[src/rtl/id_ex_stage_if.sv]
// rtl/id_ex_stage_if.sv - decode-to-execute bus bundle for the ID/EX pipeline register
interface id_ex_stage_if #(
  parameter int XLEN    = 32,
  parameter int RADDR_W = 5
);
  logic               valid_d;
  logic               RegWrite_d;
  logic [1:0]         ResultSrc_d;
  logic               MemWrite_d;
  logic               Branch_d;
  logic               Jump_d;
  logic               ALUSrc_d;
  logic [1:0]         ALUOp_d;
  logic [RADDR_W-1:0] Rs1_d, Rs2_d, Rd_d;
  logic [XLEN-1:0]    RD1_d, RD2_d, PC_d, PCPlus4_d, ImmExt_d;
  logic               stall_e;
  logic               flush_e;

  logic               valid_e;
  logic               RegWrite_e;
  logic [1:0]         ResultSrc_e;
  logic               MemWrite_e;
  logic               Branch_e;
  logic               Jump_e;
  logic               ALUSrc_e;
  logic [1:0]         ALUOp_e;
  logic [RADDR_W-1:0] Rs1_e, Rs2_e, Rd_e;
  logic [XLEN-1:0]    RD1_e, RD2_e, PC_e, PCPlus4_e, ImmExt_e;
  logic               stall_d;
  logic [31:0]        bubble_cnt;

  modport slave (
    input  valid_d, RegWrite_d, ResultSrc_d, MemWrite_d, Branch_d, Jump_d, ALUSrc_d, ALUOp_d,
           Rs1_d, Rs2_d, Rd_d, RD1_d, RD2_d, PC_d, PCPlus4_d, ImmExt_d, stall_e, flush_e,
    output valid_e, RegWrite_e, ResultSrc_e, MemWrite_e, Branch_e, Jump_e, ALUSrc_e, ALUOp_e,
           Rs1_e, Rs2_e, Rd_e, RD1_e, RD2_e, PC_e, PCPlus4_e, ImmExt_e, stall_d, bubble_cnt
  );

  modport master (
    output valid_d, RegWrite_d, ResultSrc_d, MemWrite_d, Branch_d, Jump_d, ALUSrc_d, ALUOp_d,
           Rs1_d, Rs2_d, Rd_d, RD1_d, RD2_d, PC_d, PCPlus4_d, ImmExt_d, stall_e, flush_e,
    input  valid_e, RegWrite_e, ResultSrc_e, MemWrite_e, Branch_e, Jump_e, ALUSrc_e, ALUOp_e,
           Rs1_e, Rs2_e, Rd_e, RD1_e, RD2_e, PC_e, PCPlus4_e, ImmExt_e, stall_d, bubble_cnt
  );
endinterface

[src/rtl/id_ex_stage.sv]
// rtl/id_ex_stage.sv - ID/EX pipeline register with load-use hazard detection
// Optional load-use bubble counter enabled by defining ID_EX_BUBBLE_CNT_EN.
module id_ex_stage #(
  parameter int XLEN    = 32,
  parameter int RADDR_W = 5
) (
  input  logic           clk,
  input  logic           reset,
  id_ex_stage_if.slave   bus
);
  typedef struct packed {
    logic               valid;
    logic               reg_write;
    logic [1:0]         result_src;
    logic               mem_write;
    logic               branch;
    logic               jump;
    logic               alu_src;
    logic [1:0]         alu_op;
    logic [RADDR_W-1:0] rs1;
    logic [RADDR_W-1:0] rs2;
    logic [RADDR_W-1:0] rd;
    logic [XLEN-1:0]    rd1;
    logic [XLEN-1:0]    rd2;
    logic [XLEN-1:0]    pc;
    logic [XLEN-1:0]    pc_plus4;
    logic [XLEN-1:0]    imm;
  } ex_t;

  ex_t  ex_q, ex_d, dec_load;
  logic lu;

  // State-committing controls are gated so an invalid slot can never write.
  always_comb begin
    dec_load            = '0;
    dec_load.valid      = bus.valid_d;
    dec_load.reg_write  = bus.RegWrite_d & bus.valid_d;
    dec_load.result_src = bus.ResultSrc_d;
    dec_load.mem_write  = bus.MemWrite_d & bus.valid_d;
    dec_load.branch     = bus.Branch_d & bus.valid_d;
    dec_load.jump       = bus.Jump_d & bus.valid_d;
    dec_load.alu_src    = bus.ALUSrc_d;
    dec_load.alu_op     = bus.ALUOp_d;
    dec_load.rs1        = bus.Rs1_d;
    dec_load.rs2        = bus.Rs2_d;
    dec_load.rd         = bus.Rd_d;
    dec_load.rd1        = bus.RD1_d;
    dec_load.rd2        = bus.RD2_d;
    dec_load.pc         = bus.PC_d;
    dec_load.pc_plus4   = bus.PCPlus4_d;
    dec_load.imm        = bus.ImmExt_d;
  end

  assign lu = ex_q.valid & ex_q.reg_write & (ex_q.result_src == 2'b01) &
              (ex_q.rd != '0) & bus.valid_d &
              ((ex_q.rd == bus.Rs1_d) | (ex_q.rd == bus.Rs2_d));

  assign bus.stall_d = bus.stall_e | (lu & ~bus.flush_e);

  always_comb begin
    ex_d = ex_q;
    if (!bus.stall_e) begin
      if (bus.flush_e || lu) ex_d = '0;
      else                   ex_d = dec_load;
    end
  end

  always_ff @(posedge clk or posedge reset) begin
    if (reset) ex_q <= '0;
    else       ex_q <= ex_d;
  end

  assign bus.valid_e     = ex_q.valid;
  assign bus.RegWrite_e  = ex_q.reg_write;
  assign bus.ResultSrc_e = ex_q.result_src;
  assign bus.MemWrite_e  = ex_q.mem_write;
  assign bus.Branch_e    = ex_q.branch;
  assign bus.Jump_e      = ex_q.jump;
  assign bus.ALUSrc_e    = ex_q.alu_src;
  assign bus.ALUOp_e     = ex_q.alu_op;
  assign bus.Rs1_e       = ex_q.rs1;
  assign bus.Rs2_e       = ex_q.rs2;
  assign bus.Rd_e        = ex_q.rd;
  assign bus.RD1_e       = ex_q.rd1;
  assign bus.RD2_e       = ex_q.rd2;
  assign bus.PC_e        = ex_q.pc;
  assign bus.PCPlus4_e   = ex_q.pc_plus4;
  assign bus.ImmExt_e    = ex_q.imm;

`ifdef ID_EX_BUBBLE_CNT_EN
  logic [31:0] bubble_cnt_q, bubble_cnt_d;

  // Only load-use bubbles count; flushes and downstream holds do not.
  always_comb begin
    bubble_cnt_d = bubble_cnt_q;
    if (!bus.stall_e && !bus.flush_e && lu && (bubble_cnt_q != 32'hFFFF_FFFF))
      bubble_cnt_d = bubble_cnt_q + 32'd1;
  end

  always_ff @(posedge clk or posedge reset) begin
    if (reset) bubble_cnt_q <= '0;
    else       bubble_cnt_q <= bubble_cnt_d;
  end

  assign bus.bubble_cnt = bubble_cnt_q;
`else
  assign bus.bubble_cnt = 32'h0;
`endif
endmodule

[src/flat_wrapper.sv]
// flat-port wrapper written by rule: the top's interface ports become plain ports
module id_ex_stage_flat 
#(
  parameter int XLEN    = 32,
  parameter int RADDR_W = 5
)
  (clk, reset, bus_valid_d, bus_RegWrite_d, bus_ResultSrc_d, bus_MemWrite_d, bus_Branch_d, bus_Jump_d, bus_ALUSrc_d, bus_ALUOp_d, bus_Rs1_d, bus_Rs2_d, bus_Rd_d, bus_RD1_d, bus_RD2_d, bus_PC_d, bus_PCPlus4_d, bus_ImmExt_d, bus_stall_e, bus_flush_e, bus_valid_e, bus_RegWrite_e, bus_ResultSrc_e, bus_MemWrite_e, bus_Branch_e, bus_Jump_e, bus_ALUSrc_e, bus_ALUOp_e, bus_Rs1_e, bus_Rs2_e, bus_Rd_e, bus_RD1_e, bus_RD2_e, bus_PC_e, bus_PCPlus4_e, bus_ImmExt_e, bus_stall_d, bus_bubble_cnt);
  id_ex_stage_if #(.XLEN(XLEN), .RADDR_W(RADDR_W)) bus_i ();
  input  logic clk;
  input  logic reset;
  input wire logic [$bits(bus_i.valid_d)-1:0] bus_valid_d;
  input wire logic [$bits(bus_i.RegWrite_d)-1:0] bus_RegWrite_d;
  input wire logic [$bits(bus_i.ResultSrc_d)-1:0] bus_ResultSrc_d;
  input wire logic [$bits(bus_i.MemWrite_d)-1:0] bus_MemWrite_d;
  input wire logic [$bits(bus_i.Branch_d)-1:0] bus_Branch_d;
  input wire logic [$bits(bus_i.Jump_d)-1:0] bus_Jump_d;
  input wire logic [$bits(bus_i.ALUSrc_d)-1:0] bus_ALUSrc_d;
  input wire logic [$bits(bus_i.ALUOp_d)-1:0] bus_ALUOp_d;
  input wire logic [$bits(bus_i.Rs1_d)-1:0] bus_Rs1_d;
  input wire logic [$bits(bus_i.Rs2_d)-1:0] bus_Rs2_d;
  input wire logic [$bits(bus_i.Rd_d)-1:0] bus_Rd_d;
  input wire logic [$bits(bus_i.RD1_d)-1:0] bus_RD1_d;
  input wire logic [$bits(bus_i.RD2_d)-1:0] bus_RD2_d;
  input wire logic [$bits(bus_i.PC_d)-1:0] bus_PC_d;
  input wire logic [$bits(bus_i.PCPlus4_d)-1:0] bus_PCPlus4_d;
  input wire logic [$bits(bus_i.ImmExt_d)-1:0] bus_ImmExt_d;
  input wire logic [$bits(bus_i.stall_e)-1:0] bus_stall_e;
  input wire logic [$bits(bus_i.flush_e)-1:0] bus_flush_e;
  output wire logic [$bits(bus_i.valid_e)-1:0] bus_valid_e;
  output wire logic [$bits(bus_i.RegWrite_e)-1:0] bus_RegWrite_e;
  output wire logic [$bits(bus_i.ResultSrc_e)-1:0] bus_ResultSrc_e;
  output wire logic [$bits(bus_i.MemWrite_e)-1:0] bus_MemWrite_e;
  output wire logic [$bits(bus_i.Branch_e)-1:0] bus_Branch_e;
  output wire logic [$bits(bus_i.Jump_e)-1:0] bus_Jump_e;
  output wire logic [$bits(bus_i.ALUSrc_e)-1:0] bus_ALUSrc_e;
  output wire logic [$bits(bus_i.ALUOp_e)-1:0] bus_ALUOp_e;
  output wire logic [$bits(bus_i.Rs1_e)-1:0] bus_Rs1_e;
  output wire logic [$bits(bus_i.Rs2_e)-1:0] bus_Rs2_e;
  output wire logic [$bits(bus_i.Rd_e)-1:0] bus_Rd_e;
  output wire logic [$bits(bus_i.RD1_e)-1:0] bus_RD1_e;
  output wire logic [$bits(bus_i.RD2_e)-1:0] bus_RD2_e;
  output wire logic [$bits(bus_i.PC_e)-1:0] bus_PC_e;
  output wire logic [$bits(bus_i.PCPlus4_e)-1:0] bus_PCPlus4_e;
  output wire logic [$bits(bus_i.ImmExt_e)-1:0] bus_ImmExt_e;
  output wire logic [$bits(bus_i.stall_d)-1:0] bus_stall_d;
  output wire logic [$bits(bus_i.bubble_cnt)-1:0] bus_bubble_cnt;
  assign bus_i.valid_d = bus_valid_d;
  assign bus_i.RegWrite_d = bus_RegWrite_d;
  assign bus_i.ResultSrc_d = bus_ResultSrc_d;
  assign bus_i.MemWrite_d = bus_MemWrite_d;
  assign bus_i.Branch_d = bus_Branch_d;
  assign bus_i.Jump_d = bus_Jump_d;
  assign bus_i.ALUSrc_d = bus_ALUSrc_d;
  assign bus_i.ALUOp_d = bus_ALUOp_d;
  assign bus_i.Rs1_d = bus_Rs1_d;
  assign bus_i.Rs2_d = bus_Rs2_d;
  assign bus_i.Rd_d = bus_Rd_d;
  assign bus_i.RD1_d = bus_RD1_d;
  assign bus_i.RD2_d = bus_RD2_d;
  assign bus_i.PC_d = bus_PC_d;
  assign bus_i.PCPlus4_d = bus_PCPlus4_d;
  assign bus_i.ImmExt_d = bus_ImmExt_d;
  assign bus_i.stall_e = bus_stall_e;
  assign bus_i.flush_e = bus_flush_e;
  assign bus_valid_e = bus_i.valid_e;
  assign bus_RegWrite_e = bus_i.RegWrite_e;
  assign bus_ResultSrc_e = bus_i.ResultSrc_e;
  assign bus_MemWrite_e = bus_i.MemWrite_e;
  assign bus_Branch_e = bus_i.Branch_e;
  assign bus_Jump_e = bus_i.Jump_e;
  assign bus_ALUSrc_e = bus_i.ALUSrc_e;
  assign bus_ALUOp_e = bus_i.ALUOp_e;
  assign bus_Rs1_e = bus_i.Rs1_e;
  assign bus_Rs2_e = bus_i.Rs2_e;
  assign bus_Rd_e = bus_i.Rd_e;
  assign bus_RD1_e = bus_i.RD1_e;
  assign bus_RD2_e = bus_i.RD2_e;
  assign bus_PC_e = bus_i.PC_e;
  assign bus_PCPlus4_e = bus_i.PCPlus4_e;
  assign bus_ImmExt_e = bus_i.ImmExt_e;
  assign bus_stall_d = bus_i.stall_d;
  assign bus_bubble_cnt = bus_i.bubble_cnt;
  id_ex_stage #(.XLEN(XLEN), .RADDR_W(RADDR_W)) u_core (.clk(clk), .reset(reset), .bus(bus_i));
endmodule
[config.mk]
export PLATFORM = sky130hd
export DESIGN_NAME = id_ex_stage_flat
export DESIGN_NICKNAME = d
export VERILOG_FILES = /design/src/rtl/id_ex_stage_if.sv /design/src/rtl/id_ex_stage.sv /design/src/flat_wrapper.sv
export SDC_FILE = /design/constraint.sdc
export NUM_CORES = 1
export LEC_CHECK = 0
export ABC_AREA = 1
export CORE_AREA = 3 3 159 161
export CTS_CLUSTER_DIAMETER = 100
export DETAILED_ROUTE_END_ITERATION = 7
export DIE_AREA = 0 0 162 164
export GPL_TIMING_DRIVEN = 0
export PLACE_DENSITY = 0.8
export SLEW_MARGIN = 20
export SYNTH_ARGS = -nofsm -noshare
export SYNTH_HDL_FRONTEND = slang
export SYNTH_SLANG_ARGS = --single-unit
[constraint.sdc]
create_clock -name clk -period 5.12 [get_ports clk]
set_input_delay 0.512 -clock clk [delete_from_list [all_inputs] [get_ports clk]]
set_output_delay 0.512 -clock clk [all_outputs]
set_load 0.01 [all_outputs]
==> run metrics, run 1 <==
status=complete, no violations; largest net degree at the start of global routing=35; routability-driven placement congestion ratio=between 0.8 and 0.9; root buffer cell=clkbuf_16; initial core utilization=0.344; Reg-to-Reg Start=u_core.bus.Rd_e[1]; Clk Latency, worst-skew pair=420 ps; Die H=164 um; Crit path top cell by count=clkdlybuf4s50_1; Achievable Freq=about 340 MHz; RSZ-0062 raised after global routing=false; sequential fraction of the synthesis area=0.559; Syn Std Cell Area=8280 sq um; Cells after Synth=898; Met1 Routed Length=11700 um; met3 WL=about 1900 um; Layout area overhead=59.9%; top-count cell post-synth=nand2_1; flops & latches, synth=roughly 190; Max stage delay cell, worst path=clkdlybuf4s50_1; crit share post-route=0.572; Iter 0 DRT Violations=between 400 and 500; Hold WC Path Type=input pin to async pin; crit path max fanout=7; wire length on met2=~14000 um; Worst VDD drop=169 uV; I/O pin count=roughly 410; Die X=around 160 um; Placed Area=12700 sq um; Cell Pwr Density=around 290 nW/um^2; diodes inserted=0; top sig layer=met4; Top FF cell, synth=dfrtp_1; EDFF count, synth=0; Max Cap Viol=0; Tmin final=2930 ps; die area=26600 sq um; Setup Crit Path Kind=input pin to output pin; async set-or-reset flop fraction in the synthesized netlist=1.00; clock tree buffer depth=2; CP startpoint kind=input pin; Post-synth top cells=nand2_1 (391), dfrtp_1 (185), o21ai_2 (100), o21ai_0 (81), clkbuf_1 (37); Critical Path RT=4610 ps; vias in the first global route=7525; total grt overflow=0; Syn Area/Cell=9.23 sq um; overall power=0.00378 W; family with the most delay on the worst path=buffers and inverters; half-perimeter wire length after placement=22000 um; Yosys top cell area share=0.559; overall track demand over capacity in global routing=0.207; post-detailed-route count of antenna-violating nets=0; layout cell share with drive strength beyond 1=0.147; via count=about 7600; Worst Path Arrival=between 2000 and 2500 ps; R2R depth=11; nets=1516; synth top area cells=dfrtp_1 (56%), nand2_1 (18%), o21ai_2 (11%), o21ai_0 (4.9%), buf_4 (2.9%); Reg-to-Reg End=u_core.bus.ImmExt_e[3]; Vias per Instance=4.55; Rel. slew slack=0.457; Post-CTS Hold Fix Bufs=0; # DRC=0; final hold vios=0; R2R Setup Slk=3380 ps; total clock sinks=about 190; global-route wire length before repair=42800 um; routed length per instance=~17 um; WP buf/inv=3; distinct cell type count after synthesis=20; P_leak=5.93 nW; IO buf count=373; cell taking the most area after synthesis=dfrtp_1; CP Capture Type=output pin; CTS resizes=0; post-route clock skew=between 10 and 15 ps; H-tree depth=4; cell area after layout=about 13000 sq um; CP cell instances=clkdlybuf4s50_1 -> nand2_1 -> nor3b_2 -> nand3_1 -> inv_2 -> nand2_4 -> o21ai_0 -> clkdlybuf4s50_1; postcts setup bufs=0; initial antenna violation count=0; final setup TNS=0 ps; Reg clk slew, reported paths=roughly 80 ps; Fillers=2168; Core Area=between 20000 and 25000 sq um; Slew Limit Fails=0; setup violators final=0; max incr delay on CP=580 ps; CTS tree=yes; Worst Tran Pin Value=around 810 ps; drt pass-1 iters=4; TritonCTS Buffers=17; cell row count=57; warnings from Yosys=0; WL final=28300 um
[how the worst max path moves through the flow]
stage                      startpoint               endpoint  slack [ps]  cells after the start
after detailed placement  bus_valid_d            bus_stall_d        2230                      8
final                     bus_valid_d            bus_stall_d        2190                      8
after global placement          reset    u_core.bus.RD2_e[6]         650                      2
after floorplan                 reset  u_core.bus.ALUOp_e[0]        2230                      1
after CTS                 bus_valid_d            bus_stall_d        2180                      8
after global routing      bus_valid_d            bus_stall_d        2040                      8
[power breakdown]
part	internal, W	switching (W)	total, W
combinational	0.000442	0.000366	0.000808
clock	0.000728	0.000607	0.00133
sequential	0.00157	0.0000700	0.00164
[registers in the layout, summed over array words and instances, names as in the netlist]
register,cells
u_core.bus.RD2_e,32
u_core.bus.Rd_e,5
u_core.bus.PCPlus4_e,32
u_core.bus.RD1_e,32
u_core.bus.Rs1_e,5
u_core.bus.MemWrite_e,1
u_core.bus.ALUOp_e,2
u_core.bus.ALUSrc_e,1
u_core.bus.valid_e,1
u_core.bus.Jump_e,1
u_core.bus.Branch_e,1
u_core.bus.ImmExt_e,32
u_core.bus.PC_e,32
u_core.bus.ResultSrc_e,2
u_core.bus.RegWrite_e,1
u_core.bus.Rs2_e,5
[per-layer routing]
metal  vias to the layer above  track usage
met2                       277        0.345
met1                      3600        0.262
met3                        46       0.0547
met5                         -            0
li1                       3644            -
met4                         0       0.0713
[layout by cell type (no fill, tap or decap), types with 6 or more instances in the layout]
cell and count:
nand2_1 391, clkdlybuf4s50_1 373, dfrtp_1 185, o21ai_2 100, o21ai_0 81, clkbuf_1 39, buf_4 32, conb_1 32
clkbuf_16 17, inv_1 16, buf_12 16, nor2_1 13, buf_2 11, nand4_1 6
[layout make-up]
type	instances	area [sq um]	area share
well taps	324	405	0.0306
inverters	20	78.8	0.00595
multi-input cells	632	3040	0.229
clock buffers	19	433	0.0327
clock inverters	12	141	0.0107
flip-flops and latches	185	4630	0.350
plain buffers	92	658	0.0497
repair buffers	379	3860	0.292
[stage by stage]
stage           util  std cells  hold slack (ps)  setup slack [ps]
2_1_floorplan      -        929              516              2230
3_3_place_gp   0.520       1626              463               654
3_5_place_dp   0.526       1632              465              2230
4_1_cts        0.549       1663              440              2180
5_1_grt        0.549       1663              458              2040
6_report       0.549       1663              450              2190
[cell families after synthesis]
| group | Yosys count | share of synthesized area |
|---|---|---|
| AO/OA/AOI/OAI | 181 | 0.155 |
| AND/OR/NAND/NOR | 417 | 0.195 |
| other | 1 | 0.000453 |
| buffers and inverters | 112 | 0.0885 |
| XOR/XNOR | 2 | 0.00211 |
| flip-flops | 185 | 0.559 |
Power figures use the tool's default switching activity.
==> run 2, diff against run 1 <==
--- a/config.mk
+++ b/config.mk
@@ -6,12 +6,12 @@
 export NUM_CORES = 1
 export LEC_CHECK = 0
 export ABC_AREA = 1
-export CORE_AREA = 3 3 159 161
+export CORE_AREA = 3 3 157 159
 export CTS_CLUSTER_DIAMETER = 100
 export DETAILED_ROUTE_END_ITERATION = 7
-export DIE_AREA = 0 0 162 164
+export DIE_AREA = 0 0 160 162
 export GPL_TIMING_DRIVEN = 0
-export PLACE_DENSITY = 0.8
+export PLACE_DENSITY = 0.79
 export SLEW_MARGIN = 20
 export SYNTH_ARGS = -nofsm -noshare
 export SYNTH_HDL_FRONTEND = slang
==> constraint.sdc (replaced) <==
create_clock -name clk -period 2.8 [get_ports clk]
set_input_delay 0.28 -clock clk [delete_from_list [all_inputs] [get_ports clk]]
set_output_delay 0.28 -clock clk [all_outputs]
set_load 0.01 [all_outputs]
==> run 2 against run 1 <==
Against the previous run:
- clock power is 78% higher
- first-iteration DRC count grew 22%
- sequential power increased by 83%
- via count rose by 1.5%
- global-route usage rose by 1.1 points
- cell count down 0.18%
- power increased by 81%
- register-to-register slack worse by 2400 ps
- largest cell class unchanged
- highest routed layer unchanged
==> run metrics, run 2 (synthesized netlist as in run 1, its figures left out) <==
Die H=162 um (was 164 um); drt pass-1 iters=5 (was 4); Max Cap Viol=0 (unchanged); IO buf count=373 (unchanged); RSZ-0062 raised after global routing=false (unchanged); # DRC=0 (unchanged); Reg clk slew, reported paths=80 ps (about the same); largest net degree at the start of global routing=32 (was 35); Tmin final=2450 ps; vias in the first global route=7780 (was 7525); P_leak=5.95 nW (was 5.93 nW); routability-driven placement congestion ratio=0.858 (was 0.894); WL final=28600 um (was 28300 um); I/O pin count=407 (unchanged); Reg-to-Reg Start=u_core.bus.Rd_e[1] (unchanged); R2R depth=10 (was 11); CP startpoint kind=flip-flop (was input pin); Multi-input gate area=3040 sq um (unchanged); half-perimeter wire length after placement=22300 um (was 22000 um); overall power=0.00686 W (was 0.00378 W); status=complete, no violations (unchanged); crit path max fanout=7 (unchanged); global-route wire length before repair=44500 um (was 42800 um); routed length per instance=17.2 um (was 17.0 um); commonest non-fill, non-tap cell in the layout=nand2_1 (unchanged); Reg-to-Reg End=u_core.bus.ImmExt_e[25] (was u_core.bus.ImmExt_e[3]); Worst Path Arrival=2170 ps (was 2410 ps); Clk Latency, worst-skew pair=420 ps (about the same); total grt overflow=0 (unchanged); Fillers=2091 (was 2168); R2R Setup Slk=1020 ps (was 3380 ps); Hold WS=149 ps (was 450 ps); post-route clock skew=15.4 ps (was 14.2 ps); Layout area overhead=60.1% (was 59.9%); clock tree buffer depth=2 (unchanged); Critical Path Source=u_core.bus.Rd_e[1] (was bus_valid_d); root buffer cell=clkbuf_16 (unchanged); most frequent cells in the layout=nand2_1 (391), clkdlybuf4s50_1 (373), dfrtp_1 (185), o21ai_2 (100), o21ai_0 (81) (unchanged); TritonCTS Buffers=17 (unchanged); Slew Limit Fails=0 (unchanged); Worst VDD drop=419 uV (was 169 uV); diodes inserted=0 (unchanged); initial antenna violation count=0 (unchanged); CTS tree=yes (unchanged); Placed Area=12700 sq um (about the same); total clock sinks=185 (unchanged); Die X=160 um (was 162 um); Achievable Freq=between 400 and 500 MHz; Core Area=23400 sq um (was 24100 sq um); layout cell share with drive strength beyond 1=0.149 (was 0.147); CTS resizes=0 (unchanged); via count=7681 (was 7567); nets=1517 (was 1516); final hold vios=0 (unchanged); register area=4630 sq um (unchanged); cell area after layout=13300 sq um (was 13200 sq um); post-detailed-route count of antenna-violating nets=0 (unchanged); overall track demand over capacity in global routing=0.218 (was 0.207); Cell Pwr Density=517 nW/um^2 (was 286 nW/um^2); Rel. slew slack=0.512 (was 0.457); CP Capture Type=output pin (unchanged); die area=25900 sq um (was 26600 sq um); setup violators final=0 (unchanged); Critical Path RT=2520 ps (was 4610 ps); fin util=0.567 (was 0.549); Post-CTS Hold Fix Bufs=0 (unchanged); cell row count=56 (was 57); Setup Crit Path Kind=flip-flop to output pin (was input pin to output pin); CP endpoint=bus_stall_d (unchanged); Vias per Instance=4.63 (was 4.55); Iter 0 DRT Violations=503 (was 413); Setup WS post-layout=346 ps (was 2190 ps); initial core utilization=0.354 (was 0.344); Worst Tran Pin Value=732 ps (was 815 ps); crit share post-route=0.876; H-tree depth=4 (unchanged); postcts setup bufs=0 (unchanged); Hold WC Path Type=input pin to async pin (unchanged); dpl ws=385 ps (was 2230 ps)
run 2: routing by layer:
| metal | wire (um) | global-route usage | share of wire |
|---|---|---|---|
| met1 | 11500 | 0.276 | 0.40 |
| met2 | 14200 | 0.361 | 0.50 |
| met3 | 1840 | 0.0513 | 0.064 |
| met4 | 1050 | 0.0903 | 0.037 |
| met5 | 0 | 0 | 0 |
run 2: how the worst min path moves through the flow:
| stage | startpoint | to | slack (ps) | cells past startpoint |
|---|---|---|---|---|
| after floorplan | bus_valid_d | u_core.bus.Branch_e | 430 | 2 |
| after global placement | u_core.bus.MemWrite_e | u_core.bus.MemWrite_e | 460 | 2 |
| after detailed placement | u_core.bus.RD2_e[12] | u_core.bus.RD2_e[12] | 470 | 2 |
| after CTS | reset | u_core.bus.PC_e[28] | 130 | 2 |
| after global routing | reset | u_core.bus.PC_e[24] | 140 | 2 |
| final | reset | u_core.bus.PC_e[28] | 150 | 2 |
run 2: worst max-delay path: stages, from the launching register on:
cell and delay (ps):
dfrtp_1 450, inv_1 80, nand2_1 60, nand2_1 50, nor2_1 90, nand3_1 90
nand2_2 100, nand2_4 100, o21ai_0 160, clkdlybuf4s50_1 560
run 2: stage by stage:
step	instances	TNS, ps
6_report	1660	0
5_1_grt	1660	0
4_1_cts	1660	0
3_5_place_dp	1628	0
3_3_place_gp	1621	-268630
2_1_floorplan	929	0
run 2: layout make-up:
| cell class | instances | share of cell area |
|---|---|---|
| Buffer | 92 | 0.0496 |
| Clock buffer | 19 | 0.0334 |
| Clock inverter | 13 | 0.00981 |
| Inverter | 20 | 0.00594 |
| Multi-Input combinational cell | 632 | 0.229 |
| Sequential cell | 185 | 0.349 |
| Tap cell | 319 | 0.0301 |
| Timing Repair Buffer | 380 | 0.293 |
run 2: power breakdown:
| part | leakage (nW) | internal (W) | switching [W] |
|---|---|---|---|
| registers | 2.41 | 0.00287 | 0.000128 |
| clock network | 0.283 | 0.00121 | 0.00116 |
| logic | 3.25 | 0.000811 | 0.000677 |
